<file path="config.mk">
export PLATFORM = sky130hd
export DESIGN_NAME = id_ex_stage
export DESIGN_NICKNAME = d
export VERILOG_FILES = /design/src/rtl/id_ex_stage.sv
export SDC_FILE = /design/constraint.sdc
export NUM_CORES = 1
export LEC_CHECK = 0
export BUFFER_PORTS_ARGS = -buffer_cell sky130_fd_sc_hd__buf_4
export CORE_ASPECT_RATIO = 1.75
export CORE_MARGIN = 3
export CORE_UTILIZATION = 25
export DETAILED_ROUTE_END_ITERATION = 8
export SYNTH_ARGS = -nofsm -noshare
export SYNTH_HDL_FRONTEND = slang
export SYNTH_SLANG_ARGS = --single-unit
</file>
<file path="constraint.sdc">
create_clock -name clk_i -period 3.65 [get_ports clk_i]
set_input_delay 0.73 -clock clk_i [delete_from_list [all_inputs] [get_ports clk_i]]
set_output_delay 0.73 -clock clk_i [all_outputs]
set_load 0.05 [all_outputs]
</file>
<file path="src/rtl/id_ex_stage.sv">
// ID/EX pipeline register for a five-stage pipeline.
// Detects load-use hazards and inserts bubbles on a hazard or a branch flush.
// Freezes on a downstream memory stall.
// Bypasses the write-back result into the captured operands.
// Counts inserted bubbles with a saturating counter.
module id_ex_stage #(
    parameter int DATA_W = 32,
    parameter int ADDR_W = 5,
    parameter int CNT_W  = 16
) (
    input  logic              clk_i,
    input  logic              rst_i,
    input  logic [ADDR_W-1:0] IF_ID_RSaddr_i,
    input  logic [ADDR_W-1:0] IF_ID_RTaddr_i,
    input  logic [ADDR_W-1:0] IF_ID_RDaddr_i,
    input  logic [DATA_W-1:0] RSdata_i,
    input  logic [DATA_W-1:0] RTdata_i,
    input  logic [DATA_W-1:0] imm_i,
    input  logic [1:0]        WB_i,
    input  logic [1:0]        M_i,
    input  logic [3:0]        EX_i,
    input  logic              MEM_WB_RegWrite_i,
    input  logic [ADDR_W-1:0] MEM_WB_RegDst_i,
    input  logic [DATA_W-1:0] MEM_WB_data_i,
    input  logic              flush_i,
    input  logic              stall_i,
    output logic [ADDR_W-1:0] ID_EX_RSaddr_o,
    output logic [ADDR_W-1:0] ID_EX_RTaddr_o,
    output logic [ADDR_W-1:0] ID_EX_RDaddr_o,
    output logic [DATA_W-1:0] ID_EX_RSdata_o,
    output logic [DATA_W-1:0] ID_EX_RTdata_o,
    output logic [DATA_W-1:0] ID_EX_imm_o,
    output logic [1:0]        ID_EX_WB_o,
    output logic [1:0]        ID_EX_M_o,
    output logic [3:0]        ID_EX_EX_o,
    output logic              ID_EX_valid_o,
    output logic              hazard_o,
    output logic              PC_write_o,
    output logic              IF_ID_write_o,
    output logic [CNT_W-1:0]  bubble_cnt_o
);

    logic              bubble;
    logic              rs_bypass;
    logic              rt_bypass;
    logic [DATA_W-1:0] rs_next;
    logic [DATA_W-1:0] rt_next;

    // A load in EX whose rt is read by decode cannot forward in time, so decode must wait.
    assign hazard_o = ID_EX_valid_o & ID_EX_M_o[1] & (ID_EX_RTaddr_o != '0) &
                      ((ID_EX_RTaddr_o == IF_ID_RSaddr_i) | (ID_EX_RTaddr_o == IF_ID_RTaddr_i));

    // The front end advances unless a hazard or a memory stall holds it.
    // The registered state is meaningless during reset, so the enables are forced high.
    assign PC_write_o    = rst_i | ~(hazard_o | stall_i);
    assign IF_ID_write_o = rst_i | ~(hazard_o | stall_i);

    // A flush and a hazard in the same cycle still produce a single bubble.
    assign bubble = flush_i | hazard_o;

    // The register file is written in the same cycle it is read.
    // Take the write-back value directly so that decode does not see stale data.
    // Register 0 is hard-wired to zero and is never bypassed.
    assign rs_bypass = MEM_WB_RegWrite_i & (MEM_WB_RegDst_i != '0) &
                       (MEM_WB_RegDst_i == IF_ID_RSaddr_i);
    assign rt_bypass = MEM_WB_RegWrite_i & (MEM_WB_RegDst_i != '0) &
                       (MEM_WB_RegDst_i == IF_ID_RTaddr_i);

    // Select the operand values to capture, with write-back taking precedence.
    always_comb begin
        // NOTE: defaults first so that every path assigns every output and no latch is inferred.
        rs_next = RSdata_i;
        rt_next = RTdata_i;
        if (rs_bypass) rs_next = MEM_WB_data_i;
        if (rt_bypass) rt_next = MEM_WB_data_i;
    end

    // Pipeline register with priority reset > stall > bubble > load.
    always_ff @(posedge clk_i) begin
        // NOTE: non-blocking assignments keep every register sampling pre-edge values.
        if (rst_i) begin
            ID_EX_RSaddr_o <= '0;
            ID_EX_RTaddr_o <= '0;
            ID_EX_RDaddr_o <= '0;
            ID_EX_RSdata_o <= '0;
            ID_EX_RTdata_o <= '0;
            ID_EX_imm_o    <= '0;
            ID_EX_WB_o     <= '0;
            ID_EX_M_o      <= '0;
            ID_EX_EX_o     <= '0;
            ID_EX_valid_o  <= 1'b0;
            bubble_cnt_o   <= '0;
        end else if (stall_i) begin
            // Hold every register, including the counter.
        end else if (bubble) begin
            // Zero addresses as well so the forwarding unit cannot match a bubble.
            ID_EX_RSaddr_o <= '0;
            ID_EX_RTaddr_o <= '0;
            ID_EX_RDaddr_o <= '0;
            ID_EX_RSdata_o <= '0;
            ID_EX_RTdata_o <= '0;
            ID_EX_imm_o    <= '0;
            ID_EX_WB_o     <= '0;
            ID_EX_M_o      <= '0;
            ID_EX_EX_o     <= '0;
            ID_EX_valid_o  <= 1'b0;
            if (~&bubble_cnt_o) bubble_cnt_o <= bubble_cnt_o + CNT_W'(1);
        end else begin
            ID_EX_RSaddr_o <= IF_ID_RSaddr_i;
            ID_EX_RTaddr_o <= IF_ID_RTaddr_i;
            ID_EX_RDaddr_o <= IF_ID_RDaddr_i;
            ID_EX_RSdata_o <= rs_next;
            ID_EX_RTdata_o <= rt_next;
            ID_EX_imm_o    <= imm_i;
            ID_EX_WB_o     <= WB_i;
            ID_EX_M_o      <= M_i;
            ID_EX_EX_o     <= EX_i;
            ID_EX_valid_o  <= 1'b1;
        end
    end

endmodule

</file>
; ---- Word-level counts from Yosys, hierarchy flattened
; Index checks and enable logic that the tools add are counted.
[totals]
rom_bits = 0
mem_bits_rw = 0
input_bits = 161
memories = 0
reg_bits = 136
out_inout_bits = 139
wordCells = 45
latchBits = 0
[op_classes]
magnitude_cmp = 0
bitwise_logic = 13
shifts = 0
eq_ne = 4
mul = 0
addsub = 1
n_mux = 12
n_reduce_logical = 4
div_mod_pow = 0
[op_table]
columns = cell, n
row1 = $mux W32, 5
row2 = $eq A5 B5 Y1, 4
row3 = $add A16 B1 Y16 const B, 1
row4 = $reduce_and A16 Y1, 1
row5 = $mux W5, 3
row6 = $reduce_bool A5 Y1, 2
row7 = $and A1 B1 Y1, 6
row8 = $mux W2, 2
row9 = $mux W4, 1
row10 = $or A1 B1 Y1, 4
row11 = $not A1 Y1, 3
row12 = $reduce_and A3 Y1, 1
row13 = $mux W1, 1

; ---- Logic depth before layout (Yosys ltp)
; Gate-level depths: netlist (run 1).
[depth]
depth_word = 6
depth_mapped = 9
depth_no_buf = 7

; ---- Worst setup path before layout (run 1)
; Ideal clock, no wire load.
[synth_path]
path_kind = reg2out
from = reg ID_EX_RTaddr_o[0]
to = out PC_write_o
t_arrival_ns = 2.616
required_ns = 2.920
path_slack_ns = 0.304
n_path_buf = 2
stages_incl_launch_ff = 7
path_cell_list = dfxtp_1 or4_1 o211ai_2 nor2b_1 buf_6 o21bai_1 buf_4
[synth_between]
elab_chain_len = 6
elab_cells_between_ends = 9
cone_classes = eq/ne (2) / bitwise (6) / reduce/logical (1)
[synth_lines]
columns = item, line_no
row1 = start: declaration, 28  ; output logic [ADDR_W-1:0] ID_EX_RTaddr_o,
row2 = start signal: assignment, 110  ; ID_EX_RTaddr_o <= IF_ID_RTaddr_i;
row3 = $eq A5 B5 Y1 / $reduce_bool A5 Y1 (equally long branches), "51, 50"
row4 = $or A1 B1 Y1 / $and A1 B1 Y1 (equally long branches), "51, 50"
row5 = $and A1 B1 Y1 *, 50  ; assign hazard_o = ID_EX_valid_o & ID_EX_M_o[1] & (ID_EX_RTaddr_o != '0) &
row6 = via hazard_o, 37  ; output logic hazard_o,
row7 = $or A1 B1 Y1 *, -
row8 = $not A1 Y1 *, -
row9 = $or A1 B1 Y1 *, -
row10 = end: declaration, 38  ; output logic PC_write_o,
; The timed path passes the listed nets; every way through them passes the cells marked *.

; ---- Final worst setup path (run 1)
[layout_path]
from = reg ID_EX_RTaddr_o[0]
to = out PC_write_o
[layout_between]
elab_chain_len = 6
elab_cells_between_ends = 9
cone_classes = eq/ne (2) / bitwise (6) / reduce/logical (1)
[layout_lines]
columns = item, line_no
row1 = $eq A5 B5 Y1 / $reduce_bool A5 Y1 (equally long branches), "51, 50"
row2 = $or A1 B1 Y1 / $and A1 B1 Y1 (equally long branches), "51, 50"
row3 = $and A1 B1 Y1 *, 50
row4 = $or A1 B1 Y1 *, 55  ; assign PC_write_o = rst_i | ~(hazard_o | stall_i);
row5 = $not A1 Y1 *, 55
row6 = $or A1 B1 Y1 *, 55
; Mark *: on every way between the ends. The rest lies on a longest branch, timed or not.

==> results.json, run 1 <==
{
  "synth-edff-count": 0,
  "synth_top_cell_area_share_pct": 50.2,
  "hpwl_mm": 14.4,
  "first_global_vias": 5251,
  "ys_async_sr_fraction_pct": 0,
  "fin_cells": 1123,
  "critical_path_peak_fanout": 8,
  "power_switching_share_pct": 26.6,
  "finalNetCount": 984,
  "post_synth_and_or_nand_nor_area_fraction_pct": 11.2,
  "drt.antenna.violating_nets": 0,
  "synth_most_common_cell": "sky130_fd_sc_hd__dfxtp_1",
  "combinational_family_with_the_most_area_after_synthesis": "compound AO/OA/AOI/OAI gates",
  "cts.repair_timing.setup_buffer_count": 0,
  "synthFlopType": "sky130_fd_sc_hd__dfxtp_1",
  "grt_max_degree": 120,
  "ys_ff_latch": 136,
  "rows": 70,
  "cp_cell_sequence": "xnor2_1 > nand3_1 > o22ai_1 > nor2b_1 > o21bai_1 > buf_4",
  "fraction_of_the_mapped_netlist_area_in_compound_gates_pct": 18.1,
  "hp_class": "register to register",
  "synthToLayoutAreaGrowth_pct": 57.5,
  "regArea_um2": 2720,
  "sequentialPowerShare_pct": 39.1,
  "drive_gt1_share_pct": 41.6,
  "synth_top_cell_by_area": "sky130_fd_sc_hd__dfxtp_1",
  "drcViolationCount": 0,
  "vias_per_cell": 4.53,
  "cellInternalPower_mw": 2.96,
  "filler_cell_count": 2123,
  "cpLargestDelayFamily": "simple AND/OR/NAND/NOR gates",
  "insertedDiodeCount": 0,
  "starting_utilization_of_the_core_area_pct": 25.7,
  "post_drt_wl_per_cell_um": 17.1,
  "io-pin-count": 300,
  "clock_sinks": 136,
  "via_count": 5083,
  "synth-seq-area-share_pct": 50.2,
  "finClkSkew_ns": 0.0125,
  "port_buffers": 299,
  "crit_path_top_delay_cell": "sky130_fd_sc_hd__nor2b_1",
  "synth_adder_area_share_pct": 0.231,
  "antenna_found_initial": 1,
  "clock_tree.htree_level_count": 4,
  "clk_path_buf_depth": 2,
  "power.net_switching_mw": 1.07,
  "cts-resized-gates": 0,
  "cp_data_arrival_time_ns": 2.31,
  "wl_mm": 19.2,
  "slew_headroom_pct": 54.4,
  "xor_and_xnor_fraction_of_the_mapped_netlist_area_pct": 3.39,
  "dp_cells": 1091,
  "insertion_delay_ns": 0.42,
  "final_min_period_ns": 3.04,
  "startpoint_type": "register",
  "layout_worst_path_cycle_share_pct": 83.2,
  "firstDrtPassIters": 4,
  "power_frac_clock_pct": 45.8,
  "synth_cell_type_count": 36,
  "cts_tree": "built",
  "netlist_top_cells_count": "136 x sky130_fd_sc_hd__dfxtp_1, 72 x sky130_fd_sc_hd__nand2_1, 65 x sky130_fd_sc_hd__mux2i_1",
  "detail_route.iter0.violations": 279,
  "worst-endpoint-required_ns": 2.92,
  "overflow": 0,
  "warnings_from_yosys": 0,
  "power_per_cell_area_nw_per_um2": 472,
  "final_setup_violation_count": 0,
  "cts_hold_buffers": 0,
  "dieHeight_um": 201,
  "syn_area_um2": 5420,
  "post_synth_mux_area_share_pct": 12.8,
  "die_x_um": 117,
  "critical_path_class": "register to output pin",
  "multiInputGateArea_um2": 2510,
  "pwr-share-comb_pct": 15.1,
  "design.core.area_um2": 21100,
  "rsz_0062_raised_after_global_routing": "no",
  "worst_slew_pin_slew_ns": 0.679,
  "cts-root-buf": "sky130_fd_sc_hd__clkbuf_16",
  "cts_buffers": 17,
  "cells_taking_the_most_area_after_synthesis": "sky130_fd_sc_hd__dfxtp_1 50%, sky130_fd_sc_hd__mux2i_1 12%, sky130_fd_sc_hd__a22o_1 8.9%, sky130_fd_sc_hd__o21ai_1 5.5%, sky130_fd_sc_hd__nand2_1 5.0%",
  "timing.setup.tns_ns": 0,
  "endpoint_kind_of_the_worst_setup_timing_path": "output pin",
  "netlist_instances": 536,
  "critPathMaxStageDelay_ns": 0.53,
  "groute.usage.overall_pct": 15.9,
  "syn_area_cell_um2": 10.1,
  "global_route_wire_length_before_repair_mm": 29.6,
  "ir_worst_vdd_v": 0.000263,
  "maxCapViolCount": 0,
  "run_status": "finished, final reports clean",
  "power.static_leakage_nw": 3.66,
  "clk_pin_slew_worst_paths_ns": 0.06,
  "syn-num-nets": 698,
  "number_of_buffers_and_inverters_on_the_critical_path": 1,
  "gp_congestion": 0.805,
  "floorplan.die_area_um2": 23600,
  "final_hold_viol_count": 0,
  "total_count_of_max_transition_violations_in_the_final_report": 0,
  "max_freq_ghz": 0.329
}
[sequential cells by signal, summed over array words and instances, names as in the netlist]
name and flops:
ID_EX_EX_o 4, ID_EX_RTdata_o 32, ID_EX_M_o 2, ID_EX_RSaddr_o 5, bubble_cnt_o 16, ID_EX_RTaddr_o 5
ID_EX_valid_o 1, ID_EX_WB_o 2, ID_EX_RDaddr_o 5, ID_EX_imm_o 32, ID_EX_RSdata_o 32
[metal layers]
layer | routed length [um] | vias up | global-route usage, %
li1 | - | 2508 | -
met2 | 10500 | 164 | 30.1
met5 | 8 | - | 0
met1 | 7150 | 2374 | 16.1
met4 | 583 | 2 | 7.13
met3 | 996 | 35 | 4.31
[per-stage QoR]
step	util (%)	hold slack [ns]	instance area [um2]	total power [mW]	setup slack, ns
global placement	37.5	0.435	7910	2.22	0.712
detailed placement	37.5	0.441	7910	2.22	0.679
finish	40.5	0.446	8540	4.03	0.614
floorplan	-	0.665	5420	1.94	0.304
global route	40.5	0.470	8540	4.19	0.416
CTS	40.5	0.449	8540	4.09	0.570
[tightest hold or removal path: cells and delay by family, from the launching register on]
kind,cells,cell delay (ns)
simple gates,1,0.05
compound gates,1,0.05
flops,1,0.31
[layout make-up]
type | count | share of cell area, %
clock inverters | 14 | 2.29
well taps | 288 | 4.22
clock buffers | 18 | 5.14
multi-input cells | 362 | 29.4
flip-flops and latches | 136 | 31.9
repair buffers | 305 | 27.1
[cell families after synthesis]
kind of cell               count (synthesis)
adders and majority gates                  1
and+or+nand+nor                          123
AOI/OAI and AO/OA                        148
xor gates and xnor gates                  21
muxes                                     69
DFF                                      136
buffers and inverters                     38
[power groups by stage]
stage          clock (mW)  combinational, mW  sequential (mW)
5_1_grt              1.96              0.645             1.58
3_5_place_dp            0              0.615             1.61
6_report             1.84              0.610             1.57
4_1_cts              1.90              0.617             1.57
3_3_place_gp            0              0.613             1.61
2_1_floorplan           0              0.146             1.79
[final timing paths]
check                       endpoint  slack (ns)  cells after the start               start
setup / recovery          PC_write_o        0.61                      6   ID_EX_RTaddr_o[0]
hold / removal    ID_EX_RTdata_o[11]        0.45                      2  ID_EX_RTdata_o[11]
setup reg to reg   ID_EX_RSdata_o[3]        1.00                      6   ID_EX_RTaddr_o[0]
hold reg to reg   ID_EX_RTdata_o[11]        0.45                      2  ID_EX_RTdata_o[11]
[cells in the final DEF, fill, tap and decap left out, drive strengths merged, types with 4 or more instances in the layout]
master | Yosys | final
dfxtp | 136 | 136
nand2 | 72 | 72
a21oi | 11 | 11
mux2i | 65 | 65
nor2b | 6 | 6
clkbuf | 21 | 18
mux2 | 4 | 4
bufinv | 0 | 4
o21ai | 72 | 72
a22o | 55 | 55
buf | 17 | 305
xnor2 | 16 | 16
or3 | 8 | 8
and4 | 4 | 4
nand3 | 8 | 8
xor2 | 5 | 5
or4 | 6 | 6
nor2 | 7 | 7
clkinv | 0 | 6
No activity file was read; power rests on OpenSTA's default activity.
==> run 2: changes to the inputs <==
Clock period 3.65 ns to 3 ns, I/O delays scaled along.
==> results.json, run 2 (same netlist as run 1, synthesis figures left out) <==
{
  "run_status": "finished, final reports clean",
  "wl_mm": 19.1,
  "clk_path_buf_depth": 2,
  "clk_pin_slew_worst_paths_ns": 0.06,
  "finalNetCount": 990,
  "final_setup_violation_count": 0,
  "maxCapViolCount": 0,
  "vias_per_cell": 4.57,
  "io-pin-count": 300,
  "grt_max_degree": 120,
  "cts_hold_buffers": 0,
  "cp_data_arrival_time_ns": 2.12,
  "post_drt_wl_per_cell_um": 17.0,
  "insertedDiodeCount": 0,
  "timing.setup.tns_ns": 0,
  "layout_worst_path_cycle_share_pct": 90.6,
  "worst-r2r-setup-slack_ns": 0.46,
  "slew_headroom_pct": 50.1,
  "critical_path_peak_fanout": 8,
  "hpwl_mm": 14.4,
  "floorplan.die_area_um2": 23600,
  "timing.critical_path.from": "ID_EX_RTaddr_o[0]",
  "die_x_um": 117,
  "hp_class": "primary input to register",
  "groute.usage.overall_pct": 15.9,
  "largest_registers": "ID_EX_RSdata_o (32), ID_EX_RTdata_o (32), ID_EX_imm_o (32)",
  "clock_tree.htree_level_count": 4,
  "starting_utilization_of_the_core_area_pct": 25.7,
  "ir_worst_vdd_v": 0.000290,
  "filler_cell_count": 2159,
  "detail_route.iter0.violations": 244,
  "crit_path_frequent_cell": "sky130_fd_sc_hd__buf_4",
  "multiInputGateArea_um2": 2510,
  "worst_hold_startpoint": "imm_i[0]",
  "r2r_start": "ID_EX_RTaddr_o[0]",
  "cts-resized-gates": 0,
  "final_core_util_pct": 40.8,
  "layout_commonest_cell": "sky130_fd_sc_hd__buf_4",
  "cts.repair_timing.setup_buffer_count": 0,
  "total_count_of_max_transition_violations_in_the_final_report": 0,
  "layout_common_cells": "308 x sky130_fd_sc_hd__buf_4, 136 x sky130_fd_sc_hd__dfxtp_1, 72 x sky130_fd_sc_hd__nand2_1",
  "cts-root-buf": "sky130_fd_sc_hd__clkbuf_16",
  "power_per_cell_area_nw_per_um2": 577,
  "cp_cell_sequence": "or4_1 > o211ai_2 > nor2b_1 > buf_4 > o21bai_2 > buf_4",
  "cts_buffers": 17,
  "critical_path_class": "register to output pin",
  "dpl_worst_slack_ns": 0.392,
  "via_count": 5153,
  "startpoint_type": "register",
  "setup_ws_ns": 0.281,
  "global_route_wire_length_before_repair_mm": 29.5,
  "regArea_um2": 2720,
  "endpoint_kind_of_the_worst_setup_timing_path": "output pin",
  "drive_gt1_share_pct": 41.9,
  "critPathMaxStageDelay_ns": 0.56,
  "final_min_period_ns": 2.72,
  "cts_tree": "built",
  "antenna_found_initial": 0,
  "crit_path_top_delay_cell": "sky130_fd_sc_hd__or4_1",
  "max_freq_ghz": 0.368,
  "clock_sinks": 136,
  "firstDrtPassIters": 4,
  "insertion_delay_ns": 0.42,
  "overflow": 0,
  "design.core.area_um2": 21100,
  "worst-endpoint-required_ns": 2.40,
  "dieHeight_um": 201,
  "post_route_hold_slack_ns": 0.388,
  "rows": 70,
  "synthToLayoutAreaGrowth_pct": 59.0,
  "drt.antenna.violating_nets": 0,
  "gp_congestion": 0.813,
  "worst_slew_pin_slew_ns": 0.743,
  "power.static_leakage_nw": 3.69,
  "port_buffers": 299,
  "final_hold_viol_count": 0,
  "drcViolationCount": 0,
  "first_global_vias": 5190,
  "rsz_0062_raised_after_global_routing": "no",
  "finClkSkew_ns": 0.0117
}
[run 2: worst max-delay path: cells and delay by family (launching register included)]
family	cells	cell delay, ns
simple gates	2	0.62
buf+inv	2	0.39
flops	1	0.38
compound gates	2	0.32
[run 2: through the flow]
step	cell area, um2	power [mW]	std cells
global route	8620	5.17	1128
CTS	8620	5.07	1128
floorplan	5430	2.36	536
detailed placement	7970	2.71	1097
global placement	7970	2.70	1097
finish	8620	4.98	1128
[run 2: layer usage]
metal | wire length, um | global-route usage (%)
met2 | 10300 | 29.3
met5 | 0 | 0
met1 | 7340 | 16.9
met4 | 500 | 7.05
met3 | 994 | 4.40
[run 2: worst paths after layout]
kind	end	depth (start not counted)
worst min register to register	ID_EX_RSdata_o[11]	2
worst max register to register	ID_EX_RTdata_o[28]	7
worst min-delay path	ID_EX_imm_o[0]	2
worst max-delay path	IF_ID_write_o	6
[run 2: cell type report]
| class | count | share of cell area [%] |
|---|---|---|
| Clock buffer | 20 | 5.30 |
| Tap cell | 288 | 4.18 |
| Sequential cell | 136 | 31.6 |
| Timing Repair Buffer | 311 | 27.5 |
| Clock inverter | 11 | 2.28 |
| Multi-Input combinational cell | 362 | 29.1 |
[run 2: report_power, final]
part / leakage [nW] / internal [mW] / switching, mW / total, mW
logic: 2.27 / 0.306 / 0.438 / 0.744
registers: 1.11 / 1.87 / 0.0429 / 1.92
clock network: 0.312 / 1.52 / 0.800 / 2.32
total: 3.69 / 3.70 / 1.28 / 4.98
